<file path="config.mk">
export PLATFORM = sky130hd
export DESIGN_NAME = nonp_fpm
export DESIGN_NICKNAME = d
export VERILOG_FILES = /design/src/rtl/nonp_fpm.sv
export SDC_FILE = /design/constraint.sdc
export NUM_CORES = 1
export LEC_CHECK = 0
export ABC_AREA = 1
export BUFFER_PORTS_ARGS = -buffer_cell sky130_fd_sc_hd__buf_2
export CORE_MARGIN = 5
export CORE_UTILIZATION = 62
export DETAILED_ROUTE_END_ITERATION = 8
export PLACE_DENSITY = 0.89
export SLEW_MARGIN = 20
export SYNTH_ARGS = -nofsm -noshare
export SYNTH_HDL_FRONTEND = slang
export SYNTH_SLANG_ARGS = --single-unit
</file>
<file path="constraint.sdc">
create_clock -name clk -period 4.4 [get_ports clk]
set_clock_uncertainty 0.2 [all_clocks]
set_input_delay 0.44 -clock clk [delete_from_list [all_inputs] [get_ports clk]]
set_output_delay 0.44 -clock clk [all_outputs]
set_load 0.01 [all_outputs]
</file>
<file path="src/rtl/nonp_fpm.sv">
// nonp_fpm: non-pipelined IEEE-754 single-precision multiplier.
// The mantissa product is formed by a 24-step shift-add loop, one multiplier bit per cycle,
// followed by one normalise cycle and one pack cycle.
// The result is truncated, and denormal inputs and results are flushed to zero.
// Every operand class takes the same number of cycles.
module nonp_fpm #(
  parameter int MW   = 23,
  parameter int EW   = 8,
  parameter int BIAS = 127
) (
  input  logic             clk,
  input  logic             rst,
  input  logic             start,
  input  logic [MW+EW:0]   ieee1,
  input  logic [MW+EW:0]   ieee2,
  output logic [MW+EW:0]   Fieee,
  output logic             done,
  output logic             busy
);

  localparam int SW = MW + 1;          // significand width with the implicit one
  localparam int PW = 2 * SW;          // full product width
  localparam int XW = EW + 2;          // signed working exponent width
  localparam int CW = $clog2(SW);      // step counter width

  localparam logic [CW-1:0]        CNT_LAST = CW'(SW - 1);
  localparam logic [XW-1:0]        BIAS_X   = XW'(BIAS);
  localparam logic signed [XW-1:0] EXP_INF  = XW'((1 << EW) - 1);
  localparam logic signed [XW-1:0] EXP_ZERO = '0;
  localparam logic [EW-1:0]        EXP_ONES = '1;
  localparam logic [MW+EW:0]       QNAN     = {1'b0, EXP_ONES, 1'b1, {(MW-1){1'b0}}};

  typedef enum logic [1:0] {S_IDLE, S_MUL, S_NORM, S_DONE} state_t;

  state_t                state_q, state_d;
  logic [CW-1:0]         cnt_q, cnt_d;
  logic [SW-1:0]         a_q, a_d;
  logic [SW-1:0]         b_q, b_d;
  logic [PW-1:0]         p_q, p_d;
  logic                  sign_q, sign_d;
  logic signed [XW-1:0]  exp_q, exp_d;
  logic                  zflag_q, zflag_d;
  logic                  iflag_q, iflag_d;
  logic [MW-1:0]         mant_q, mant_d;
  logic [MW+EW:0]        fieee_q, fieee_d;
  logic                  done_q, done_d;
  logic                  busy_q, busy_d;

  logic [EW-1:0] e1, e2;
  assign e1 = ieee1[MW+EW-1:MW];
  assign e2 = ieee2[MW+EW-1:MW];

  // Next-state and datapath: capture, shift-add steps, normalise, then pack the result.
  always_comb begin
    state_d = state_q;
    cnt_d   = cnt_q;
    a_d     = a_q;
    b_d     = b_q;
    p_d     = p_q;
    sign_d  = sign_q;
    exp_d   = exp_q;
    zflag_d = zflag_q;
    iflag_d = iflag_q;
    mant_d  = mant_q;
    fieee_d = fieee_q;
    done_d  = 1'b0;
    case (state_q)
      S_IDLE: begin
        if (start) begin
          a_d     = {1'b1, ieee1[MW-1:0]};
          b_d     = {1'b1, ieee2[MW-1:0]};
          sign_d  = ieee1[MW+EW] ^ ieee2[MW+EW];
          exp_d   = {2'b00, e1} + {2'b00, e2} - BIAS_X;
          zflag_d = (e1 == '0) || (e2 == '0);
          // NaN inputs share the all-ones exponent, so they fall into the infinity class.
          iflag_d = (e1 == EXP_ONES) || (e2 == EXP_ONES);
          p_d     = '0;
          cnt_d   = '0;
          state_d = S_MUL;
        end
      end
      S_MUL: begin
        if (b_q[cnt_q]) p_d = p_q + (PW'(a_q) << cnt_q);
        // The counter holds at its last value instead of wrapping.
        if (cnt_q == CNT_LAST) state_d = S_NORM;
        else                   cnt_d   = cnt_q + 1'b1;
      end
      S_NORM: begin
        // The product of two [1,2) significands lies in [1,4): shift by one if it reached 2.
        if (p_q[PW-1]) begin
          mant_d = p_q[PW-2 -: MW];
          exp_d  = exp_q + XW'(1);
        end else begin
          mant_d = p_q[PW-3 -: MW];
        end
        state_d = S_DONE;
      end
      S_DONE: begin
        if (iflag_q && zflag_q)  fieee_d = QNAN;
        else if (iflag_q)        fieee_d = {sign_q, EXP_ONES, {MW{1'b0}}};
        else if (zflag_q)        fieee_d = {sign_q, {(MW+EW){1'b0}}};
        else if (exp_q >= EXP_INF) fieee_d = {sign_q, EXP_ONES, {MW{1'b0}}};
        else if (exp_q <= EXP_ZERO) fieee_d = {sign_q, {(MW+EW){1'b0}}};
        else                     fieee_d = {sign_q, exp_q[EW-1:0], mant_q};
        done_d  = 1'b1;
        state_d = S_IDLE;
      end
      default: state_d = S_IDLE;
    endcase
    busy_d = (state_d != S_IDLE);
  end

  // State, datapath and output registers; an asynchronous reset aborts any operation in flight.
  always_ff @(posedge clk or negedge rst) begin
    if (!rst) begin
      state_q <= S_IDLE;
      cnt_q   <= '0;
      a_q     <= '0;
      b_q     <= '0;
      p_q     <= '0;
      sign_q  <= 1'b0;
      exp_q   <= '0;
      zflag_q <= 1'b0;
      iflag_q <= 1'b0;
      mant_q  <= '0;
      fieee_q <= '0;
      done_q  <= 1'b0;
      busy_q  <= 1'b0;
    end else begin
      state_q <= state_d;
      cnt_q   <= cnt_d;
      a_q     <= a_d;
      b_q     <= b_d;
      p_q     <= p_d;
      sign_q  <= sign_d;
      exp_q   <= exp_d;
      zflag_q <= zflag_d;
      iflag_q <= iflag_d;
      mant_q  <= mant_d;
      fieee_q <= fieee_d;
      done_q  <= done_d;
      busy_q  <= busy_d;
    end
  end

  assign Fieee = fieee_q;
  assign done  = done_q;
  assign busy  = busy_q;

endmodule

</file>
==> flow_summary.ini, run 1 <==
[run_status]
status = finished, violations left
failed_checks = negative hold slack

[placed_design]
gp_congestion = 1.05
io_buffers = 100
hpwl_mm = 32.0
placed_cell_area_um2 = 13700

[global_routing]
grt_use_total_pct = 34.6
grt_pass1_wl_mm = 66.7
grt_max_degree = 97
grt_pass1_vias = 12867
grt_overflow = 0
antenna_found_initial = 0

[sta]
maxSlewHeadroom_pct = 33.4
setup_tns_ns = 0
slew_violations = 0
setup_viol = 0
hold_viol_final = 3
fin_crit_sh_pct = 95.2
rsz0062_at_grt = false
holdWs_ns = -0.00271
max_freq_mhz = 239
fin_crit_ns = 4.19
worst_pin_slew_ns = 0.995

[cts]
cts_buffers = 17
clkSinkCount = 172
cts_tree = done
clkTransAtPathRegs_ns = 0.07
cts_max_level = 4
root_buffer = clkbuf_16
clock_path_buffers = 2
clock_latency_ns = 0.45

[die]
die_w_um = 155
start_util_pct = 62.6
rows = 53
die_area_um2 = 24200
die_y_um = 155
ios = 101
core_um2 = 21000

[synthesis]
synth-seq-cells = 172
yosysSeqAreaShare_pct = 32.8
netlist_area_um2 = 13100
yosysWarningCount = 0
synth_fp_nets = 2187
synthTopCellsByArea = dfrtp_1 (33%), nand2_1 (22%), inv_1 (7.3%), ha_1 (6.2%), o21ai_0 (6.1%)
syn_area_per_cell_um2 = 6.39
yosys.area.top_type = dfrtp_1
synthCells = 2053
synth_cell_types = 46
synth.top_cell.area_share_pct = 32.8

[setup_path]
end_kind = flip-flop
arrival_ns = 4.37
cp_max_fo = 26
crit_path_end = p_q[31]$_DFFE_PN0P_
cp.required_ns = 4.58
path_class = flip-flop to flip-flop
r2r-end = p_q[31]$_DFFE_PN0P_
cp-start-kind = flip-flop
r2r_cells = 19
worstSetupStartpoint = cnt_q[0]$_DFFE_PN0P_
timing.rr.start = cnt_q[0]$_DFFE_PN0P_
r2r_slack_ns = 0.21

[routing]
drcViolationCount = 0
vias = 13814
drtAntennaViolNets = 0
routedWlPerCell_um = 17.2
routed_wl_mm = 41.7
vias_per_cell = 5.71
firstDrtPassIters = 7
drt_iter0_drc = 1438

[finish]
drive_gt1_share_pct = 7.88
areaGrowthSynthToFinish_pct = 10.1
final_common_cell = nand2_1
n_antenna_cell = 0
most-common-layout-cells = nand2_1 (767), inv_1 (253), dfrtp_1 (172), nor2_1 (171), o21ai_0 (159)
fin_area_um2 = 14400
fin_nets = 2265

[hold_path]
hold_class = input port to flip-flop

[job]
drv_cap = 0
-- layout make-up --
class | count | area [um^2]
Inverter | 258 | 973
Timing Repair Buffer | 130 | 790
Clock buffer | 21 | 470
Tap cell | 275 | 344
Fill cell | 1830 | 6510
Sequential cell | 172 | 4300
Clock inverter | 11 | 101
Multi-Input combinational cell | 1552 | 7460
-- metrics by stage --
stage          std cells  utilization, %  setup WS [ns]
6_report            2419            68.9          0.213
5_1_grt             2419            68.9         0.0188
3_3_place_gp        2374            65.6          0.268
4_1_cts             2418            68.9          0.315
3_5_place_dp        2374            65.6          0.360
2_1_floorplan       2053               -           1.32
-- worst min-delay path by stage --
stage | start | end | cells after the start
after CTS | ieee1[14] | a_q[14]$_DFFE_PN0P_ | 3
after floorplan | rst | Fieee[0]$_DFFE_PN0P_ | 0
after detailed placement | Fieee[9]$_DFFE_PN0P_ | Fieee[9]$_DFFE_PN0P_ | 2
final | ieee1[18] | a_q[18]$_DFFE_PN0P_ | 3
after global placement | Fieee[5]$_DFFE_PN0P_ | Fieee[5]$_DFFE_PN0P_ | 2
after global routing | ieee1[6] | a_q[6]$_DFFE_PN0P_ | 3
-- registers in the layout, indices dropped and copies added (netlist names), 2 cells and up --
register,count
cnt_q,5
p_q,48
exp_q,10
Fieee,32
mant_q,23
a_q,24
b_q,23
state_q,2
-- kinds of logic after synthesis --
logic type,count (synthesis),share of synthesized area (%)
buf+inv,329,10.3
flops,172,32.8
xor+xnor,15,1.00
compound gates,302,12.5
mux,10,0.763
simple gates,1158,36.1
fa+ha+maj,67,6.51
-- layer usage --
metal	global-route usage (%)	wire length, um
met1	45.9	17200
met2	58.0	19500
met3	4.78	3430
met4	12.8	1630
met5	0	0
-- critical path, stage by stage (launching register included) --
cell and delay [ns]:
dfrtp_1 0.44, buf_4 0.24, nand2_1 0.09, nand2_1 0.06
o21ai_0 0.28, o21ai_0 0.20, o21ai_0 0.42, o21ai_0 0.26
ha_1 0.47, nand2_1 0.14, nor2_1 0.18, inv_1 0.10
nor2_1 0.19, nand2_1 0.14, inv_1 0.08, nand2_1 0.05
nand2_1 0.10, xor2_1 0.27, nand2_1 0.11, nand2_1 0.10
-- what timing repair did --
action | CTS | global route
endpoints found under the hold margin | 106 | 1
endpoints found under the setup margin | 0 | 2
hold buffers | 12 | 1
buffers inserted | 0 | 0
resized for setup | 0 | 2
-- cells in the mapped netlist, drive strengths merged --
cell     instances
clkinv           1
or2             11
nor4             6
o32ai            2
dfrtp          172
nand3b          18
nor2           171
or4              1
a2bb2oi          1
a22oi            2
buf             36
a21boi          10
nand2          771
ha              65
xnor2            9
o22ai           27
o31ai            1
nand3          134
inv            257
clkbuf          35
o21bai           4
and2            13
nand4           19
o21ai          181
o21a             3
a31oi            8
xor2             6
fa               2
nor3            14
o211ai           2
mux2i           10
a22o             1
a21oi           60
Power of run 1 is not shown: default switching activity piles up to over one toggle a cycle in this logic, so the estimate is an artifact.
==> run 2, diff against run 1 <==
--- a/config.mk
+++ b/config.mk
@@ -7,8 +7,10 @@
 export LEC_CHECK = 0
 export ABC_AREA = 1
 export BUFFER_PORTS_ARGS = -buffer_cell sky130_fd_sc_hd__buf_2
+export CELL_PAD_IN_SITES_DETAIL_PLACEMENT = 1
+export CELL_PAD_IN_SITES_GLOBAL_PLACEMENT = 1
 export CORE_MARGIN = 5
-export CORE_UTILIZATION = 62
+export CORE_UTILIZATION = 44
 export DETAILED_ROUTE_END_ITERATION = 8
 export PLACE_DENSITY = 0.89
 export SLEW_MARGIN = 20
==> flow_summary.ini, run 2 (same netlist as run 1, synthesis figures left out) <==
[run_status]
status = finished, final reports clean

[routing]
firstDrtPassIters = 6
wl_met3_mm = 2.70
routedWlPerCell_um = 18.8
drtAntennaViolNets = 0
vias = 13985
met2_length_mm = 23.1
routed_wl_mm = 47.7
drt_iter0_drc = 934
drcViolationCount = 0
met1_length_mm = 20.2
vias_per_cell = 5.51
routed.top_layer = met4

[global_routing]
antenna_found_initial = 0
grt_overflow = 0
grt_pass1_wl_mm = 77.8
grt_use_total_pct = 28.9
grt_max_degree = 86
grt_pass1_vias = 14858

[cts]
clkSinkCount = 172
cts_tree = done
clock_path_buffers = 2
cts_max_level = 4
clkTransAtPathRegs_ns = 0.07
root_buffer = clkbuf_16
cts_buffers = 17
clock_latency_ns = 0.44

[sta]
max_freq_mhz = 242
slew_violations = 0
setup_viol = 0
fin_crit_sh_pct = 94.0
maxSlewHeadroom_pct = 35.2
setup_tns_ns = 0
fin_crit_ns = 4.14
hold_viol_final = 0
worst_pin_slew_ns = 0.970
rsz0062_at_grt = false

[setup_path]
cp_cell_sequence = buf_12, or2_2, o21ai_2, nand2_1, nand2_1, o21ai_0, o21ai_0, nor2_1, ha_1, nand2_1, nor2_1, nand3_1, nand3b_1, nand2_1, nand3_1, xor2_1, nand2_1, nand2_1
cp_max_fo = 34
crit_family = simple AND/OR/NAND/NOR gates
crit_slowest_cell = dfrtp_2
arrival_ns = 4.31
path_depth = 18
cp_slowest_stage_delay_ns = 0.48
cp.required_ns = 4.57
r2r_cells = 18
end_kind = flip-flop
cp-start-kind = flip-flop
path_common_cell = nand2_1
crit_buf_inv = 1
path_class = flip-flop to flip-flop

[job]
drv_cap = 0

[placed_design]
gp_congestion = 1.02
hpwl_mm = 37.1
io_buffers = 100

[finish]
final_common_cell = nand2_1
areaGrowthSynthToFinish_pct = 11.5
n_antenna_cell = 0
most-common-layout-cells = nand2_1 (767), inv_1 (253), dfrtp_1 (171), nor2_1 (169), o21ai_0 (161)
regMostFlops = p_q
drive_gt1_share_pct = 8.20
largest_register_ffs = 48
fin_nets = 2268

[die]
rows = 63
die_area_um2 = 33400
start_util_pct = 44.4
ios = 101
die_y_um = 183
die_w_um = 183
core_um2 = 29600

[hold_path]
hold_class = input port to flip-flop
whs_path_depth = 3
run 2: cell types whose count changed in the layout (fill, tap and decap cells not counted), sizes merged:
cell,before,now
clkbuf,21,18
clkinv,7,4
buf,117,118
clkinvlp,2,4
inv,260,264
dlygate4sd3,13,15
run 2: per-layer routing:
metal	GRT usage, %	up-vias
li1	-	6703
met1	35.8	6813
met2	50.4	373
met3	4.98	96
met4	10.4	0
met5	0	-
run 2: layout make-up:
| type | instances | area (um^2) |
|---|---|---|
| flip-flops and latches | 172 | 4310 |
| fillers | 4117 | 14900 |
| clock buffers | 18 | 439 |
| inverters | 258 | 973 |
| multi-input cells | 1552 | 7480 |
| well taps | 390 | 488 |
| clock inverters | 14 | 131 |
| repair buffers | 133 | 817 |
run 2: through the flow:
stage                     std cells  worst slack, ns  hold slack, ns  utilization [%]  cell area, um^2
after global placement         2490            0.378           0.261             47.0            13900
after global routing           2537          0.00430         0.00792             49.5            14600
after CTS                      2537            0.261        0.000228             49.5            14600
after floorplan                2053             1.32         -0.0556                -            13100
after detailed placement       2490            0.328           0.271             47.0            13900
final                          2537            0.263         0.00715             49.5            14600
run 2: worst register-to-register path: stages, from the launching register on:
cell and delay [ns]:
dfrtp_2 0.48, buf_12 0.19, or2_2 0.33, o21ai_2 0.07, nand2_1 0.10, nand2_1 0.06, o21ai_0 0.10, o21ai_0 0.48
nor2_1 0.18, ha_1 0.41, nand2_1 0.12, nor2_1 0.30, nand3_1 0.12, nand3b_1 0.24, nand2_1 0.10, nand3_1 0.21
xor2_1 0.21, nand2_1 0.07, nand2_1 0.10
run 2: timing repair:
| action | CTS | global route |
|---|---|---|
| buffers inserted | 0 | 0 |
| setup endpoints to repair | 0 | 14 |
| gates resized for setup | 0 | 4 |
| hold endpoints to repair | 96 | 0 |
| hold buffers | 15 | 0 |
run 2: worst paths after layout:
kind	end	startpoint	slack, ns
min in group asynchronous	iflag_q$_DFFE_PN0P_	rst	0.40
setup reg to reg	p_q[25]$_DFFE_PN0P_	cnt_q[0]$_DFFE_PN0P_	0.26
setup / recovery	p_q[25]$_DFFE_PN0P_	cnt_q[0]$_DFFE_PN0P_	0.26
hold reg to reg	Fieee[11]$_DFFE_PN0P_	Fieee[11]$_DFFE_PN0P_	0.29
max in group asynchronous	mant_q[14]$_DFFE_PN0P_	rst	2.52
hold / removal	b_q[21]$_DFFE_PN0P_	ieee2[21]	0.007
Power of run 2 is left out for the same reason.
